File: config.mk
export PLATFORM = sky130hd
export DESIGN_NAME = smg_display_n
export DESIGN_NICKNAME = d
export VERILOG_FILES = /design/src/rtl/smg_pkg.sv /design/src/rtl/bin2bcd_seq.sv /design/src/rtl/smg_display_n.sv
export SDC_FILE = /design/constraint.sdc
export NUM_CORES = 1
export LEC_CHECK = 0
export BUFFER_PORTS_ARGS = -buffer_cell sky130_fd_sc_hd__buf_2
export CAP_MARGIN = 20
export CORE_MARGIN = 5
export CORE_UTILIZATION = 59
export DETAILED_ROUTE_END_ITERATION = 7
export GPL_TIMING_DRIVEN = 0
export HOLD_SLACK_MARGIN = 0.02
export PLACE_DENSITY = 0.79
export SYNTH_ARGS = -nofsm -noshare
export SYNTH_HDL_FRONTEND = slang
export SYNTH_SLANG_ARGS = --single-unit
export TNS_END_PERCENT = 100
File: constraint.sdc
create_clock -name clk -period 3.75 [get_ports clk]
set_clock_uncertainty 0.2 [all_clocks]
set_input_delay 0.375 -clock clk [delete_from_list [all_inputs] [get_ports clk]]
set_output_delay 0.375 -clock clk [all_outputs]
set_load 0.005 [all_outputs]
File: src/rtl/smg_pkg.sv
// Shared constants, helper functions and the converter state type for the
// multiplexed seven-segment display driver.
package smg_pkg;

    // Active-high segment codes, bit order {g,f,e,d,c,b,a}.
    localparam logic [6:0] SEG_0     = 7'h3F;
    localparam logic [6:0] SEG_1     = 7'h06;
    localparam logic [6:0] SEG_2     = 7'h5B;
    localparam logic [6:0] SEG_3     = 7'h4F;
    localparam logic [6:0] SEG_4     = 7'h66;
    localparam logic [6:0] SEG_5     = 7'h6D;
    localparam logic [6:0] SEG_6     = 7'h7D;
    localparam logic [6:0] SEG_7     = 7'h07;
    localparam logic [6:0] SEG_8     = 7'h7F;
    localparam logic [6:0] SEG_9     = 7'h6F;
    localparam logic [6:0] SEG_BLANK = 7'h00;
    localparam logic [6:0] SEG_DASH  = 7'h40;

    typedef enum logic [1:0] {IDLE, SHIFT, DONE} conv_state_e;

    function automatic logic [63:0] pow10(input int n);
        logic [63:0] r;
        r = 64'd1;
        for (int i = 0; i < n; i++) begin
            r = r * 64'd10;
        end
        return r;
    endfunction

    // 4*ceil(data_w*log10(2)) + 4, evaluated in fixed point.
    function automatic int bcd_width(input int data_w);
        return 4 * ((data_w * 30103 + 99999) / 100000) + 4;
    endfunction

    // Nibble values 10..15 never come out of a valid BCD digit; show blank.
    function automatic logic [6:0] seg_decode(input logic [3:0] nib);
        logic [6:0] s;
        case (nib)
            4'd0:    s = SEG_0;
            4'd1:    s = SEG_1;
            4'd2:    s = SEG_2;
            4'd3:    s = SEG_3;
            4'd4:    s = SEG_4;
            4'd5:    s = SEG_5;
            4'd6:    s = SEG_6;
            4'd7:    s = SEG_7;
            4'd8:    s = SEG_8;
            4'd9:    s = SEG_9;
            default: s = SEG_BLANK;
        endcase
        return s;
    endfunction

endpackage

File: src/rtl/bin2bcd_seq.sv
// Sequential double-dabble converter: one input bit per cycle, then the
// result, decimal points and overflow flag are committed to the live registers.
module bin2bcd_seq
    import smg_pkg::*;
#(
    parameter int DATA_W = 16,
    parameter int BCD_W  = 24,
    parameter int DIGITS = 4
) (
    input  logic                  clk,
    input  logic                  rst,
    input  logic                  load,
    input  logic [DATA_W-1:0]     number_data,
    input  logic [DIGITS-1:0]     dp_mask,
    output logic [4*DIGITS-1:0]   disp_bcd,
    output logic [DIGITS-1:0]     disp_dp,
    output logic                  disp_ovf,
    output conv_state_e           state_o
);

    localparam int          CNT_W = $clog2(DATA_W + 1);
    localparam logic [63:0] LIMIT = pow10(DIGITS);

    conv_state_e          state_q, state_d;
    logic [DATA_W-1:0]    shreg_q, shreg_d;
    logic [BCD_W-1:0]     acc_q, acc_d, acc_adj;
    logic [CNT_W-1:0]     cnt_q, cnt_d;
    logic [DIGITS-1:0]    dp_pend_q, dp_pend_d;
    logic                 ovf_pend_q, ovf_pend_d;
    logic [4*DIGITS-1:0]  disp_bcd_q, disp_bcd_d;
    logic [DIGITS-1:0]    disp_dp_q, disp_dp_d;
    logic                 disp_ovf_q, disp_ovf_d;

    always_comb begin
        state_d    = state_q;
        shreg_d    = shreg_q;
        acc_d      = acc_q;
        cnt_d      = cnt_q;
        dp_pend_d  = dp_pend_q;
        ovf_pend_d = ovf_pend_q;
        disp_bcd_d = disp_bcd_q;
        disp_dp_d  = disp_dp_q;
        disp_ovf_d = disp_ovf_q;

        acc_adj = acc_q;
        for (int i = 0; i < BCD_W / 4; i++) begin
            if (acc_q[4*i +: 4] >= 4'd5) begin
                acc_adj[4*i +: 4] = acc_q[4*i +: 4] + 4'd3;
            end
        end

        case (state_q)
            IDLE: begin
                if (load) begin
                    shreg_d    = number_data;
                    dp_pend_d  = dp_mask;
                    ovf_pend_d = (64'(number_data) >= LIMIT);
                    acc_d      = '0;
                    cnt_d      = CNT_W'(DATA_W);
                    state_d    = SHIFT;
                end
            end
            SHIFT: begin
                {acc_d, shreg_d} = {acc_adj, shreg_q} << 1;
                cnt_d = cnt_q - CNT_W'(1);
                if (cnt_q == CNT_W'(1)) begin
                    state_d = DONE;
                end
            end
            DONE: begin
                disp_bcd_d = acc_q[4*DIGITS-1:0];
                disp_dp_d  = dp_pend_q;
                disp_ovf_d = ovf_pend_q;
                state_d    = IDLE;
            end
            default: state_d = IDLE;
        endcase
    end

    always_ff @(posedge clk) begin
        if (!rst) begin
            state_q    <= IDLE;
            shreg_q    <= '0;
            acc_q      <= '0;
            cnt_q      <= '0;
            dp_pend_q  <= '0;
            ovf_pend_q <= 1'b0;
            disp_bcd_q <= '0;
            disp_dp_q  <= '0;
            disp_ovf_q <= 1'b0;
        end else begin
            state_q    <= state_d;
            shreg_q    <= shreg_d;
            acc_q      <= acc_d;
            cnt_q      <= cnt_d;
            dp_pend_q  <= dp_pend_d;
            ovf_pend_q <= ovf_pend_d;
            disp_bcd_q <= disp_bcd_d;
            disp_dp_q  <= disp_dp_d;
            disp_ovf_q <= disp_ovf_d;
        end
    end

    assign disp_bcd = disp_bcd_q;
    assign disp_dp  = disp_dp_q;
    assign disp_ovf = disp_ovf_q;
    assign state_o  = state_q;

endmodule

File: src/rtl/smg_display_n.sv
// Multiplexed N-digit seven-segment driver: binary-to-BCD conversion, digit
// scanning, leading-zero blanking, overflow dashes and pin polarity.
module smg_display_n
    import smg_pkg::*;
#(
    parameter int DIGITS         = 4,
    parameter int DATA_W         = 16,
    parameter int CLK_HZ         = 50000000,
    parameter int SCAN_HZ        = 1000,
    parameter bit SEG_ACTIVE_LOW = 1'b1,
    parameter bit SEL_ACTIVE_LOW = 1'b1
) (
    input  logic                clk,
    input  logic                rst,
    input  logic [DATA_W-1:0]   number_data,
    input  logic                load,
    input  logic [DIGITS-1:0]   dp_mask,
    input  logic                blank_lz,
    output logic [7:0]          row_scan_sig,
    output logic [DIGITS-1:0]   column_scan_sig,
    output logic                busy,
    output logic                overflow
);

    localparam int DIV   = CLK_HZ / SCAN_HZ;
    localparam int PRE_W = $clog2(DIV);
    localparam int IDX_W = (DIGITS > 1) ? $clog2(DIGITS) : 1;
    // Widened when DIGITS needs more nibbles than DATA_W can ever fill.
    localparam int ACC_W = (bcd_width(DATA_W) > 4 * DIGITS) ? bcd_width(DATA_W) : 4 * DIGITS;
    localparam logic [7:0]        ROW_OFF = SEG_ACTIVE_LOW ? 8'hFF : 8'h00;
    localparam logic [DIGITS-1:0] COL_OFF = SEL_ACTIVE_LOW ? {DIGITS{1'b1}} : {DIGITS{1'b0}};

    logic [4*DIGITS-1:0] disp_bcd;
    logic [DIGITS-1:0]   disp_dp;
    logic                disp_ovf;
    conv_state_e         conv_state;

    bin2bcd_seq #(
        .DATA_W (DATA_W),
        .BCD_W  (ACC_W),
        .DIGITS (DIGITS)
    ) u_conv (
        .clk         (clk),
        .rst         (rst),
        .load        (load),
        .number_data (number_data),
        .dp_mask     (dp_mask),
        .disp_bcd    (disp_bcd),
        .disp_dp     (disp_dp),
        .disp_ovf    (disp_ovf),
        .state_o     (conv_state)
    );

    logic [PRE_W-1:0]  presc_q, presc_d;
    logic [IDX_W-1:0]  idx_q, idx_d;
    logic [7:0]        row_q, row_d;
    logic [DIGITS-1:0] col_q, col_d;
    logic [6:0]        seg;
    logic              dp;
    logic              upper_nz;
    logic [DIGITS-1:0] col_raw;

    always_comb begin
        presc_d  = presc_q + PRE_W'(1);
        idx_d    = idx_q;
        row_d    = row_q;
        col_d    = col_q;
        seg      = SEG_BLANK;
        dp       = 1'b0;
        upper_nz = 1'b0;
        col_raw  = '0;

        if (presc_q == PRE_W'(DIV - 1)) begin
            presc_d = '0;
            idx_d   = (idx_q == IDX_W'(DIGITS - 1)) ? '0 : idx_q + IDX_W'(1);

            // Any non-zero digit at or above the new index keeps it visible.
            for (int j = 0; j < DIGITS; j++) begin
                if (j >= int'(idx_d) && disp_bcd[4*j +: 4] != 4'd0) begin
                    upper_nz = 1'b1;
                end
            end

            if (disp_ovf) begin
                seg = SEG_DASH;
            end else if (blank_lz && idx_d != '0 && !upper_nz) begin
                seg = SEG_BLANK;
            end else begin
                seg = seg_decode(disp_bcd[{idx_d, 2'b00} +: 4]);
                dp  = disp_dp[idx_d];
            end

            col_raw[idx_d] = 1'b1;
            row_d = SEG_ACTIVE_LOW ? ~{dp, seg} : {dp, seg};
            col_d = SEL_ACTIVE_LOW ? ~col_raw : col_raw;
        end
    end

    always_ff @(posedge clk) begin
        if (!rst) begin
            presc_q <= '0;
            idx_q   <= '0;
            row_q   <= ROW_OFF;
            col_q   <= COL_OFF;
        end else begin
            presc_q <= presc_d;
            idx_q   <= idx_d;
            row_q   <= row_d;
            col_q   <= col_d;
        end
    end

    assign row_scan_sig    = row_q;
    assign column_scan_sig = col_q;
    assign busy            = (conv_state == SHIFT);
    assign overflow        = disp_ovf;

endmodule
==> results.txt <==
run status: finished clean
core area: 7290 µm²
Total GRT Usage: 20.5%
endpoint of the worst-slack reg-to-reg timing path: row_scan_sig[5]$_SDFFE_PN1P_
startpoint type of the worst setup path: flip-flop
highest net fanout along the worst path: 7
Die Y: 96.9 µm
count of nets left with antenna violations after detail routing: 0
CTS Buf Count: 9
final count of hold timing violations: 0
DP Wirelength: 6.95 mm
hold depth: 3
DR iter-0 viols: 175
Crit. End Element: flip-flop
standby leakage power: 1.78 nW
share of synthesized registers carrying an async set or reset: 0%
syn_area_per_cell: 8.72 µm²
number of antenna violations at the first check in global routing: 0
Clk pin slew, worst setup/hold paths: 0.09 ns
Hold EP: u_conv.dp_pend_q[2]$_SDFFE_PN0P_
Synth top area share: 42.7%
Post-Syn Area: 4450 µm²
TritonCTS clock tree: built
worst-case headroom to the max-slew limit: 58.9%
library cell with the largest summed area after synthesis: dfxtp_1
via count of the first global-routing pass: 3,440
clock latency reported for the late side of the worst-skew pair: 0.37 ns
total length of routed wires: 9.43 mm
die width: 96.9 µm
Final Cycle Share: 83.3%
total power of the final layout: 1.96 mW
share of final-layout standard cells stronger than drive strength 1: 13.5%
flip-flop and latch count after synthesis: 95
cells traversed along the worst timing path: clkbuf_1 > inv_1 > ha_1 > buf_2 > mux4_2 > o21a_1 > nor4_4 > a21oi_1
post-synthesis sequential area ratio: 42.7%
clock net sink count: 95
post-route cell area: 4980 µm²
critical path class: reg2reg
Initial Utilization: 61.1%
cts-stage hold buffer count: 0
YS warnings: 0
Vias: 3,622
combined buffer and inverter count along the critical path: 3
setup repair after global routing missed its margin: false
type of the worst min-delay path: in2reg
I/O pin total: 38
detailed-route vias per instance: 5.48
data required time of the worst path: 3.79 ns
CTS max path bufs: 2
number of flops mapped to enable cells by yosys: 0
reg-to-reg setup timing slack: 0.62 ns
worst-margin pin slew: 0.615 ns
Cell Pwr Density: 393 nW/µm²
number of H-tree branching levels: 3
maximum clock frequency: 320 MHz
Root Driver: clkbuf_8
Slowest-stage cell, CP: mux4_2
DRC viols: 0
number of cell rows: 31
count of distinct cell types in the synthesized netlist: 48
total negative setup slack: 0 ns
minimum period implied by the final worst setup slack: 3.13 ns
peak supply drop: 0.256 mV
max-capacitance violation count: 0
count of input and output buffers: 36
cell with the most instances after synthesis: dfxtp_1
Slowest Stage Delay on Critical Path: 0.58 ns
RD Place Congestion: 0.873
Synth-to-Final Area Change: 11.7%
final-report setup violation count: 0
pin count of the biggest net entering global routing: 17
detailed-routing iteration count for the pre-antenna-repair pass: 6
most used flip-flop cell after synthesis: dfxtp_1
first-pass GRT wire length: 16.2 mm
leading cell types by count after synthesis: dfxtp_1, nand2_1, a21boi_0
Inst Count DP: 646
number of gates given a new drive strength after cts: 0
Synthesized Nets: 555
number of max-slew violations in the final report: 0
post-synthesis instance total: 511
post-CTS setup repair buffer count: 0
cell area after placement: 4760 µm²
wire length per cell: 14.3 µm
biggest area contributors in the synthesized netlist: dfxtp_1, a21boi_0, nand2_1
Layout Nets: 602
hold wc startpoint: dp_mask[2]
worst endpoint data arrival time: 3.16 ns
final std cells w/o fill: 661
number of diodes added for antenna fixing: 0
die footprint: 9390 µm²
largest delay contributor family on the critical path: buffers and inverters
utilization of the core after routing: 68.2%
worst reg2reg path startpoint: idx_q[0]$_SDFFE_PN0P_
remaining global-route overflow: 0
worst reg2reg path depth: 8
logic make-up after synthesis:
group	after synthesis	synth area share (%)
DFF	95	42.7
muxes	10	3.74
AOI/OAI and AO/OA	111	17.1
and+or+nand+nor	207	22.2
adders and majority gates	20	5.62
xor gates and xnor gates	21	4.13
buffers and inverters	47	4.44
state kept, by name, summed over array words and instances (netlist names):
signal and flops:
u_conv.disp_bcd 16, u_conv.ovf_pend_q 1, idx_q 2, u_conv.dp_pend_q 4
u_conv.disp_dp 4, u_conv.state_o 2, u_conv.disp_ovf 1, u_conv.acc_q 16
column_scan_sig 4, u_conv.cnt_q 5, u_conv.shreg_q 16, presc_q 16
row_scan_sig 8
worst max path at each step:
stage                                from                            to  cells after the start  slack [ns]
floorplan           idx_q[0]$_SDFFE_PN0P_  row_scan_sig[5]$_SDFFE_PN1P_                      8        0.92
global placement    idx_q[0]$_SDFFE_PN0P_  row_scan_sig[5]$_SDFFE_PN1P_                      8        0.69
detailed placement  idx_q[0]$_SDFFE_PN0P_  row_scan_sig[6]$_SDFFE_PN1P_                     11        0.61
CTS                 idx_q[0]$_SDFFE_PN0P_  row_scan_sig[6]$_SDFFE_PN1P_                     11        0.59
global route        idx_q[0]$_SDFFE_PN0P_  row_scan_sig[6]$_SDFFE_PN1P_                     11        0.39
finish              idx_q[0]$_SDFFE_PN0P_  row_scan_sig[5]$_SDFFE_PN1P_                      8        0.62
layer usage:
| metal | track usage, % | up-vias | share of wire (%) |
|---|---|---|---|
| met2 | 34.4 | 54 | 49 |
| met1 | 26.1 | 1713 | 46 |
| met5 | 0 | - | 0 |
| met3 | 4.32 | 10 | 3.8 |
| li1 | - | 1845 | - |
| met4 | 6.91 | 0 | 1.2 |
where the power goes:
part           switching (mW)  internal (mW)
sequential             0.0196           1.04
clock                   0.370          0.378
combinational          0.0961         0.0567
total                   0.485           1.47
cell usage in the layout (no fill, tap or decap), types with 5 or more instances in the layout:
master and instances:
nand2b_1 9, nor3_1 12, inv_1 19, a21boi_0 48, ha_1 20, clkbuf_1 22
o21a_1 5, mux4_2 5, a21oi_1 14, nand2_1 83, xnor2_1 10, clkbuf_8 9
o21ai_0 19, a22oi_1 11, and2_1 8, buf_2 37, xor2_1 11, nor2_1 41
nor4_1 6, nand3_1 22, dfxtp_1 95
stage by stage:
stage                     hold WS, ns  setup WS, ns
after floorplan                 0.230         0.921
after global placement          0.243         0.686
after detailed placement        0.253         0.606
after CTS                      0.0494         0.595
after global routing           0.0505         0.392
final                          0.0569         0.625
tightest hold or removal path, delay by kind of cell:
family,cells,cell delay [ns]
buffers and inverters,1,0.09
AOI/OAI and AO/OA,1,0.06
and+or+nand+nor,1,0.04
area by class of cell:
class                      count  area (µm²)
timing repair buffer          36         180
multi-input combinational    369        2350
tap                           99         124
buffer                        27         123
inverter                      20        75.1
clock buffer                   9         124
fill                         611        2320
clock inverter                 6        93.8
sequential                    95        1900
Note: power is estimated with default switching activity, not from simulation.
